$ cat src/rtl/uart_pkg.sv
// Shared UART definitions: the transmit FSM states, the parity helper and
// the default bit period. The receiver is expected to import this package too.
package uart_pkg;

  // Frame phases in transmission order.
  typedef enum logic [2:0] {
    IDLE   = 3'd0,
    START  = 3'd1,
    DATA   = 3'd2,
    PARITY = 3'd3,
    STOP   = 3'd4
  } uart_tx_state_t;

  // 50 MHz / 115200 baud.
  localparam int UART_CLKS_PER_BIT_DEF = 434;

  // Widest word par_calc accepts; narrower words are zero-extended, which
  // leaves the XOR unchanged.
  localparam int UART_PAR_W = 16;

  // Even parity is the XOR of the data bits; odd parity is its inverse.
  function automatic logic par_calc(input logic [UART_PAR_W-1:0] data,
                                    input logic                  odd);
    return (^data) ^ odd;
  endfunction

endpackage

$ cat src/rtl/uart_baud_cnt.sv
// Bit-period counter: counts 0..CLKS_PER_BIT-1 and flags the last cycle of
// each period. A synchronous clear holds it at 0 so every period starts
// cleanly when the framer leaves idle.
module uart_baud_cnt #(
  parameter int CLKS_PER_BIT = 434
) (
  input  logic clk,
  input  logic reset,
  input  logic clr,
  output logic bit_end
);

  localparam int CW = (CLKS_PER_BIT > 1) ? $clog2(CLKS_PER_BIT) : 1;

  logic [CW-1:0] cnt_q, cnt_d;

  assign bit_end = (cnt_q == CW'(CLKS_PER_BIT - 1));

  // Wrap at the end of each period so the next state starts at 0.
  always_comb begin
    cnt_d = cnt_q + 1'b1;
    if (clr || bit_end) cnt_d = '0;
  end

  // Counter register, cleared by the asynchronous reset.
  always_ff @(posedge clk or negedge reset) begin
    if (!reset) cnt_q <= '0;
    else        cnt_q <= cnt_d;
  end

endmodule

$ cat src/rtl/uart_tx_framer.sv
// UART transmit framer: accepts a word over valid/ready and serialises
// start, DATA_W data bits, optional parity and 1-2 stop bits onto tx_serial.
// A new word is accepted on the last stop cycle, so back-to-back frames leave
// no idle gap between them.
module uart_tx_framer
  import uart_pkg::*;
#(
  parameter int DATA_W       = 8,
  parameter int CLKS_PER_BIT = UART_CLKS_PER_BIT_DEF,
  parameter int PARITY_EN    = 0,
  parameter int PARITY_ODD   = 0,
  parameter int STOP_BITS    = 1,
  parameter int MSB_FIRST    = 0
) (
  input  logic              clk,
  input  logic              reset,
  input  logic              tx_valid,
  input  logic [DATA_W-1:0] tx_data,
  output logic              tx_ready,
  output logic              tx_serial,
  output logic              tx_busy,
  output logic              frame_done
);

  localparam int BW = $clog2(DATA_W + 1);

  uart_tx_state_t    state_q;
  logic [DATA_W-1:0] sh_q, sh_d;
  logic [BW-1:0]     bit_idx_q;
  logic              par_q;
  logic              ser_q;

  logic bit_end;
  logic last_stop;
  logic stop_end;
  logic hs;

  // The counter idles cleared, so the start bit always gets a full period.
  uart_baud_cnt #(
    .CLKS_PER_BIT (CLKS_PER_BIT)
  ) u_baud (
    .clk     (clk),
    .reset   (reset),
    .clr     (state_q == IDLE),
    .bit_end (bit_end)
  );

  assign last_stop  = (bit_idx_q == BW'(STOP_BITS - 1));
  assign stop_end   = (state_q == STOP) && last_stop && bit_end;
  assign tx_ready   = (state_q == IDLE) || stop_end;
  assign hs         = tx_valid && tx_ready;
  assign tx_busy    = (state_q != IDLE);
  assign frame_done = stop_end;
  assign tx_serial  = ser_q;

  // Next shifter value: the bit just sent moves out, the next one moves to
  // the output end (bit 0 for LSB-first, bit DATA_W-1 for MSB-first).
  always_comb begin
    sh_d = {1'b0, sh_q[DATA_W-1:1]};
    if (MSB_FIRST != 0) sh_d = {sh_q[DATA_W-2:0], 1'b0};
  end

  // Frame FSM; the line level is registered and only changes on bit edges.
  always_ff @(posedge clk or negedge reset) begin
    if (!reset) begin
      state_q   <= IDLE;
      sh_q      <= '0;
      bit_idx_q <= '0;
      par_q     <= 1'b0;
      ser_q     <= 1'b1;
    end else begin
      unique case (state_q)
        IDLE: begin
          ser_q <= 1'b1;
          if (hs) begin
            state_q   <= START;
            ser_q     <= 1'b0;
            sh_q      <= tx_data;
            par_q     <= par_calc(UART_PAR_W'(tx_data), PARITY_ODD != 0);
            bit_idx_q <= '0;
          end
        end
        START: begin
          if (bit_end) begin
            state_q   <= DATA;
            ser_q     <= (MSB_FIRST != 0) ? sh_q[DATA_W-1] : sh_q[0];
            bit_idx_q <= '0;
          end
        end
        DATA: begin
          if (bit_end) begin
            if (bit_idx_q == BW'(DATA_W - 1)) begin
              bit_idx_q <= '0;
              if (PARITY_EN != 0) begin
                state_q <= PARITY;
                ser_q   <= par_q;
              end else begin
                state_q <= STOP;
                ser_q   <= 1'b1;
              end
            end else begin
              sh_q      <= sh_d;
              ser_q     <= (MSB_FIRST != 0) ? sh_d[DATA_W-1] : sh_d[0];
              bit_idx_q <= bit_idx_q + 1'b1;
            end
          end
        end
        PARITY: begin
          if (bit_end) begin
            state_q   <= STOP;
            ser_q     <= 1'b1;
            bit_idx_q <= '0;
          end
        end
        STOP: begin
          if (bit_end) begin
            if (last_stop) begin
              bit_idx_q <= '0;
              if (hs) begin
                // Gapless follow-on frame: start bit begins next cycle.
                state_q <= START;
                ser_q   <= 1'b0;
                sh_q    <= tx_data;
                par_q   <= par_calc(UART_PAR_W'(tx_data), PARITY_ODD != 0);
              end else begin
                state_q <= IDLE;
                ser_q   <= 1'b1;
              end
            end else begin
              bit_idx_q <= bit_idx_q + 1'b1;
            end
          end
        end
        default: begin
          state_q <= IDLE;
          ser_q   <= 1'b1;
        end
      endcase
    end
  end

endmodule

$ cat config.mk
export PLATFORM = sky130hd
export DESIGN_NAME = uart_tx_framer
export DESIGN_NICKNAME = d
export VERILOG_FILES = /design/src/rtl/uart_pkg.sv /design/src/rtl/uart_baud_cnt.sv /design/src/rtl/uart_tx_framer.sv
export SDC_FILE = /design/constraint.sdc
export NUM_CORES = 1
export LEC_CHECK = 0
export BUFFER_PORTS_ARGS = -buffer_cell sky130_fd_sc_hd__buf_2
export CORE_MARGIN = 2
export CORE_UTILIZATION = 57
export CTS_CLUSTER_SIZE = 14
export DETAILED_ROUTE_END_ITERATION = 16
export GPL_TIMING_DRIVEN = 1
export PLACE_DENSITY = 0.77
export SLEW_MARGIN = 20
export SYNTH_ARGS = -nofsm -noshare
export SYNTH_HDL_FRONTEND = slang
export SYNTH_SLANG_ARGS = --single-unit
$ cat constraint.sdc
create_clock -name clk -period 2.4 [get_ports clk]
set_input_delay 0.48 -clock clk [delete_from_list [all_inputs] [get_ports clk]]
set_output_delay 0.48 -clock clk [all_outputs]
set_load 0.005 [all_outputs]
Word-level counts from Yosys, hierarchy flattened. Index checks and enable logic that the tools add are counted.

Input port bits: 11. Register bits: 25. Word-level logic and storage cells: 68. Output and inout bits: 4.

Reduce and logical (&&, ||, !) cells: 15. Multiplexer cells: 31. Equality and inequality tests: 15. Add/sub/neg operators: 2.

Operators with widths (count): $mux W8 (5); $mux W4 (6); $pmux W8 S3 (1); $mux W3 (7); $ne A2 B2 Y1 const B (8); $pmux W4 S4 (1); $pmux W3 S5 (1); $reduce_and A5 Y1 (3); $add A9 B1 Y9 const B (1); $eq A9 B9 Y1 const B (1); $mux W9 (1); $mux W1 (8); $reduce_and A7 Y1 (1); $eq A3 B2 Y1 const B (2); $reduce_bool A3 Y1 (2); $pmux W1 S5 (1); $add A4 B1 Y4 const B (1); $eq A4 B3 Y1 const B (1); $logic_not A4 Y1 (1); $reduce_bool A4 Y1 (1); $eq A3 B1 Y1 const B (1); $eq A3 B3 Y1 const B (1); $logic_and A1 B1 Y1 (3); $logic_not A3 Y1 (1); other kinds (3) (4).

Logic depth before layout (Yosys ltp). Gate-level depths: netlist of the first run.

Depth in word-level cells: 9. Mapped depth: 8. Gate-level depth less buffers: 6.

By module. A second synthesis of the first run with hierarchy kept.

Cells, all modules: 149. Area total of the unflattened synthesis: 1514.0 sq um.

By module, submodules not included: uart_tx_framer (area each 1028.5 sq um, sequential area each 401.6 sq um, cells an instance 101, instances 1); uart_baud_cnt (area each 485.5 sq um, sequential area each 225.2 sq um, cells an instance 48, instances 1).

Worst setup path before layout of the first run. No wires, ideal clock.

Path type: reg-to-output. Start: register bit_idx_q[0]. End: output tx_ready. Buffers on the path: 1. Arrival time: 1.647 ns. Data required time: 1.920 ns. Path slack: 0.273 ns. Stages on the path, launching flop included: 7. Path through: dfrtp_1 -> inv_1 -> ha_1 -> or3b_2 -> o31ai_1 -> clkbuf_2 -> and2_1.

Word-level cells in the longest chain between the ends: 4.

Ends and longest elaborated chain: start: declaration (RTL line uart_tx_framer.sv:29) `logic [BW-1:0] bit_idx_q;`; start signal: assignment (RTL line uart_tx_framer.sv:104) `bit_idx_q <= bit_idx_q + 1'b1;`; start signal: assignment (RTL line uart_tx_framer.sv:130) `bit_idx_q <= bit_idx_q + 1'b1;`; $logic_not A4 Y1 (RTL line uart_tx_framer.sv:48) `assign last_stop = (bit_idx_q == BW'(STOP_BITS - 1));`; $logic_and A1 B1 Y1 (2 in a row) (RTL line uart_tx_framer.sv:49) `assign stop_end = (state_q == STOP) && last_stop && bit_end;`; $logic_or A1 B1 Y1 (RTL line uart_tx_framer.sv:50) `assign tx_ready = (state_q == IDLE) || stop_end;`; end: declaration (RTL line uart_tx_framer.sv:19) `output logic tx_ready,`.

No other way between the ends.

Final worst setup path of the first run.
Start: register u_baud.cnt_q[6]. End: output tx_ready.

Word-level cells in the longest chain between the ends: 3.

Ends and longest elaborated chain: start: declaration (RTL line uart_baud_cnt.sv:15) `logic [CW-1:0] cnt_q, cnt_d;`; start signal: assignment (RTL line uart_baud_cnt.sv:28) `else cnt_q <= cnt_d;`; $eq A9 B9 Y1 (RTL line uart_baud_cnt.sv:17) `assign bit_end = (cnt_q == CW'(CLKS_PER_BIT - 1));`; $logic_and A1 B1 Y1 (RTL line uart_tx_framer.sv:49); $logic_or A1 B1 Y1 (RTL line uart_tx_framer.sv:50).

No other way between the ends.

==> flow_summary.yaml, run 1 <==
finish:
  post-route-util_pct: 67.9
  final_area_mm2: 0.00167
  syn_to_final_growth_pct: 13.5
  nets: 184
  finalNonFillerCells: 198
  drive_gt1_share_pct: 29.8
  n_antenna_cell: 0
  nFillCells: 191
die:
  rows: 18
  ios: 15
  initial_core_util_pct: 59.8
  core_area_mm2: 0.00245
  die_x_um: 54.8
  die-area_mm2: 0.00300
  die_h_um: 54.8
yosys:
  yosysMostFrequentCell: "dfrtp_1"
  synthArstFlopShare_pct: 100
  synth_top_cell_area_share_pct: 40.9
  synth.distinct_cells: 51
  synth_edf_count: 0
  synth_top_cell_by_area: "dfrtp_1"
  syn_inst: 146
  syn_area_per_cell_um2: 10.1
  synth-seq-cells: 25
  ys_seq_area_share_pct: 42.7
  ys.flop_type: "dfrtp_1"
  synth_area_leaders: "dfrtp_1 (41%), a221o_1 (4.8%), nor2_1 (4.3%)"
  synthTopCellsByCount: "dfrtp_1 (24), nor2_1 (17), inv_1 (8)"
  synthesis.nets: 161
  netlist_area_mm2: 0.00147
  ys_warn_count: 0
cts:
  clock-root-buffer: "clkbuf_4"
  cts-hold-fix-buffers: 0
  clock-sinks: 25
  cts_buffer_depth: 2
  cts_max_level: 1
  cts_tree: "built"
  clk_latency_ns: 0.32
  cts_made_buffers: 3
  clkTransAtPathRegs_ns: 0.15
critical_path:
  slowest_delay_ns: 0.54
  cp.required_ns: 1.92
  r2r-end: "sh_q[1]$_DFFE_PN0P_"
  path_cells: "or4b_4 -> o31ai_4 -> and2_1 -> buf_2"
  r2r_start: "u_baud.cnt_q[6]$_DFF_PN0_"
  cp_top_family: "simple AND/OR/NAND/NOR gates"
  cpMaxStageDelayCell: "or4b_4"
  startpoint_type: "flip-flop"
  reg2reg_depth: 5
  cp_max_fo: 4
  r2r_setup_slack_ns: 0.23
  crit_type: "flip-flop to output pin"
  critPathBufInv: 1
  endpoint_kind: "output pin"
  cp.arrival_ns: 1.84
sta:
  fmax_ghz: 0.431
  slew_violations: 0
  finClkSkew_ns: 0.00503
  whs_ns: 0.124
  setup_viol: 0
  setup-tns-final_ns: 0
  fin_ws_ns: 0.0780
  worst_pin_slew_ns: 0.558
  hold_viol_final: 0
  period_share_pct: 96.8
  min_period_ns: 2.32
  max_slew_margin_pct: 62.8
run:
  drv_cap: 0
min_path:
  hp-class: "input pin to asynchronous set/reset pin"
power:
  swShare_pct: 22.6
  vdd_drop_max_mv: 0.350
  power_frac_clock_pct: 31.0
  p_int_uw: 491
  switchingPower_uw: 143
  power-per-cell-area_mw_per_mm2: 380
  p_total_uw: 635
  power_frac_comb_pct: 2.6
  seqPwrFrac_pct: 66.4
  leakage_nw: 0.793
placement:
  dpl_worst_slack_ns: 0.264
  io_buffers: 14
  dp_hpwl_um: 2110
  dpl-instance-area_mm2: 0.00156
  routabilityCongestion: 0.920
  placedCellCount: 186
grt:
  grtUsageTotal_pct: 22.8
  grt_max_degree: 26
  antenna_found_initial: 0
  grt_pass1_vias: 1116
  grt_overflow: 0
  grt_pass1_wl_um: 4840
detailed_routing:
  first_pass_iters: 4
  drtIter0Drc: 50
  vias: 1215
  ant_nets: 0
  wl_per_cell_um: 15.5
  drt-total-wl_um: 3060
  drcViolationCount: 0
  viasPerCell: 6.14
status:
  status: "finished clean"
per-layer routing:
metal | track usage [%] | wire [µm] | up-vias
met5 | 0 | 0 | -
met4 | 10.4 | 29 | 0
met3 | 4.37 | 135 | 4
met2 | 38.3 | 1490 | 36
met1 | 27.8 | 1410 | 590
li1 | - | - | 585
worst reg2reg max path: cells and delay by family, from the launching register on:
kind,cells,cell delay [ns]
AOI/OAI and AO/OA,2,0.61
buffers and inverters,1,0.17
DFF,1,0.46
and+or+nand+nor,2,0.84
worst max path at each step:
stage	to	from	depth (start not counted)
2_1_floorplan	tx_ready	bit_idx_q[0]$_DFFE_PN0P_	6
3_3_place_gp	tx_ready	bit_idx_q[0]$_DFFE_PN0P_	6
3_5_place_dp	sh_q[3]$_DFFE_PN0P_	bit_idx_q[0]$_DFFE_PN0P_	6
4_1_cts	tx_ready	u_baud.cnt_q[6]$_DFF_PN0_	4
5_1_grt	tx_ready	bit_idx_q[0]$_DFFE_PN0P_	6
6_report	tx_ready	u_baud.cnt_q[6]$_DFF_PN0_	4
logic make-up after synthesis:
| kind of cell | count (synthesis) | synth area share (%) |
|---|---|---|
| simple gates | 59 | 24.5 |
| compound gates | 34 | 18.8 |
| flops | 25 | 42.7 |
| buf+inv | 15 | 5.02 |
| xor+xnor | 7 | 4.17 |
| fa+ha+maj | 4 | 3.41 |
| mux | 2 | 1.36 |
cell usage in the layout (no fill, tap or decap), types with 3 or more instances in the layout:
master    netlist  routed
nand2_1         7       6
buf_2           1      14
a21oi_1         4       4
nand4_1         3       3
ha_1            4       4
a221o_1         7       7
dfrtp_1        24      22
xnor2_1         6       6
and3_1          4       4
buf_4           0      11
a211o_1         3       3
o21ai_0         3       3
inv_1           8       8
nor2_1         17      17
and3_2          4       4
clkbuf_4        0       3
nand3_1         4       4
repair_timing:
item / CTS / global route
pin swaps: 0 / 1
buffers inserted: 3 / 5
resized for setup: 3 / 4
endpoints found under the setup margin: 1 / 2
area by class of cell:
type,count,area (µm²),area share [%]
Clock buffer,3,22.5,1.35
Inverter,8,30.0,1.80
Timing Repair Buffer,25,153,9.15
Tap cell,30,37.5,2.25
Clock inverter,1,7.51,0.450
Multi-Input combinational cell,106,788,47.3
Sequential cell,25,629,37.7
registers in the layout, summed over array words and instances (netlist names):
name          cells
tx_serial         1
bit_idx_q         4
state_q           3
sh_q              8
u_baud.cnt_q      9
power by group through the flow:
stage	combinational (mW)	clock [mW]	sequential (mW)
6_report	0.0162	0.197	0.421
5_1_grt	0.0195	0.221	0.422
3_3_place_gp	0.0165	0	0.429
4_1_cts	0.0169	0.209	0.421
2_1_floorplan	0.000668	0	0.429
3_5_place_dp	0.0168	0	0.429
Note: power is estimated with default switching activity, not from simulation.
==> run 2: changes to the inputs <==
--- a/config.mk
+++ b/config.mk
@@ -5,7 +5,7 @@
 export SDC_FILE = /design/constraint.sdc
 export NUM_CORES = 1
 export LEC_CHECK = 0
-export BUFFER_PORTS_ARGS = -buffer_cell sky130_fd_sc_hd__buf_2
+export BUFFER_PORTS_ARGS = -buffer_cell sky130_fd_sc_hd__clkbuf_2
 export CORE_MARGIN = 2
 export CORE_UTILIZATION = 57
 export CTS_CLUSTER_SIZE = 14
==> flow_summary.yaml, run 2 (synthesis results as in run 1) <==
critical_path:
  worstSetupStartpoint: "bit_idx_q[0]$_DFFE_PN0P_"
  cp_max_fo: 4
  critPathBufInv: 2
  r2r-end: "sh_q[2]$_DFFE_PN0P_"
  cp.depth: 6
  r2r_setup_slack_ns: 0.15
  crit_end: "tx_ready"
  crit_type: "flip-flop to output pin"
  cp_top_family: "simple AND/OR/NAND/NOR gates"
  cp.arrival_ns: 1.89
  startpoint_type: "flip-flop"
  path_cells: "inv_2 -> ha_4 -> or3b_4 -> o31ai_4 -> and2_1 -> clkbuf_2"
  r2r_start: "u_baud.cnt_q[6]$_DFF_PN0_"
  endpoint_kind: "output pin"
  cpMaxStageDelayCell: "dfrtp_1"
  reg2reg_depth: 5
  cp.required_ns: 1.92
  slowest_delay_ns: 0.43
finish:
  post-route-util_pct: 71.2
  nFillCells: 176
  syn_to_final_growth_pct: 19.0
  nets: 191
  multi_input_area_um2: 817
  n_antenna_cell: 0
  layout_common_cells: "dfrtp_1 (23), buf_4 (18), nor2_1 (17), clkbuf_2 (14), a221o_1 (7)"
  drive_gt1_share_pct: 34.3
  regArea_um2: 628
  largest_reg_flops: 9
  layout_commonest_cell: "dfrtp_1"
  largestRegisters: "u_baud.cnt_q: 9 flops, sh_q: 8 flops, bit_idx_q: 4 flops"
  finalNonFillerCells: 205
  top_register: "u_baud.cnt_q"
sta:
  rsz0062_at_grt: "yes"
  slew_violations: 0
  finClkSkew_ns: 0.00201
  period_share_pct: 98.9
  fmax_ghz: 0.421
  worst_pin_slew_ns: 0.624
  setup-tns-final_ns: 0
  max_slew_margin_pct: 58.4
  min_period_ns: 2.37
  whs_ns: 0.144
  setup_viol: 0
  hold_viol_final: 0
cts:
  clk_latency_ns: 0.32
  cts_buffer_depth: 2
  cts_max_level: 1
  clock-sinks: 25
  cts_made_buffers: 3
  clkTransAtPathRegs_ns: 0.15
  cts-hold-fix-buffers: 0
  cts_tree: "built"
  clock-root-buffer: "clkbuf_4"
power:
  leakage_nw: 0.822
  p_total_uw: 637
  p_int_uw: 491
  power_frac_comb_pct: 2.5
  switchingPower_uw: 146
  seqPwrFrac_pct: 66.2
  power_frac_clock_pct: 31.3
  power-per-cell-area_mw_per_mm2: 364
  vdd_drop_max_mv: 0.357
  swShare_pct: 22.9
detailed_routing:
  drcViolationCount: 0
  drt-total-wl_um: 3500
  drtIter0Drc: 52
  vias: 1298
  first_pass_iters: 4
  ant_nets: 0
  viasPerCell: 6.33
  wl_per_cell_um: 17.1
grt:
  grtUsageTotal_pct: 24.1
  grt_pass1_vias: 1220
  grt_overflow: 0
  grt_max_degree: 26
  grt_pass1_wl_um: 5230
  antenna_found_initial: 0
placement:
  routabilityCongestion: 0.919
  dp_hpwl_um: 2210
  placedCellCount: 186
  io_buffers: 14
min_path:
  hp-class: "input pin to asynchronous set/reset pin"
run:
  drv_cap: 0
die:
  ios: 15
  die_h_um: 54.8
  core_area_mm2: 0.00245
  die_x_um: 54.8
  initial_core_util_pct: 59.8
  rows: 18
  die-area_mm2: 0.00300
status:
  status: "finished clean"
-- run 2: changes by cell type in the layout (fill, tap and decap cells not counted), sizes merged --
cell / change
buf: -7
clkbuf: +14
-- run 2: final cells by class --
type / instances / share of cell area, %
clock buffers: 3 / 1.29
clock inverters: 1 / 0.429
inverters: 8 / 1.72
multi-input cells: 106 / 46.7
flip-flops and latches: 25 / 35.9
well taps: 30 / 2.15
repair buffers: 32 / 11.7
-- run 2: repair_timing --
| item | in CTS | in global routing |
|---|---|---|
| endpoints found under the setup margin | 2 | 2 |
| pin swaps | 0 | 3 |
| resized for setup | 5 | 8 |
| setup buffers | 3 | 12 |
-- run 2: through the flow --
| step | instance area (µm²) | setup WS [ns] |
|---|---|---|
| after floorplan | 1470 | 0.273 |
| after global placement | 1560 | 0.278 |
| after detailed placement | 1560 | 0.203 |
| after CTS | 1630 | 0.0233 |
| after global routing | 1750 | -0.0396 |
| final | 1750 | 0.0262 |
-- run 2: routing by layer --
| metal | track usage, % | wire length (µm) | vias up |
|---|---|---|---|
| li1 | - | - | 599 |
| met4 | 9.17 | 53 | 0 |
| met5 | 0 | 0 | - |
| met1 | 30.2 | 1490 | 644 |
| met3 | 3.28 | 157 | 9 |
| met2 | 41.5 | 1800 | 46 |
-- run 2: worst min path at each step --
stage / to / slack [ns] / depth (start not counted)
floorplan: bit_idx_q[0]$_DFFE_PN0P_ / 0.18 / 0
global placement: tx_serial$_DFFE_PN1P_ / 0.46 / 2
detailed placement: tx_serial$_DFFE_PN1P_ / 0.47 / 2
CTS: u_baud.cnt_q[1]$_DFF_PN0_ / 0.16 / 1
global route: u_baud.cnt_q[1]$_DFF_PN0_ / 0.18 / 1
finish: state_q[2]$_DFFE_PN0P_ / 0.14 / 1
-- run 2: worst reg2reg max path, delay by kind of cell, from the launching register on --
family / cells / cell delay (ns)
buffers and inverters: 1 / 0.17
DFF: 1 / 0.46
and+or+nand+nor: 2 / 0.91
AOI/OAI and AO/OA: 2 / 0.61
-- run 2: power by group through the flow --
stage               registers, mW  clock network (mW)  logic (mW)
floorplan                   0.429                   0    0.000668
global placement            0.429                   0      0.0165
detailed placement          0.429                   0      0.0167
CTS                         0.421               0.203      0.0168
global route                0.422               0.225      0.0193
finish                      0.421               0.199      0.0161
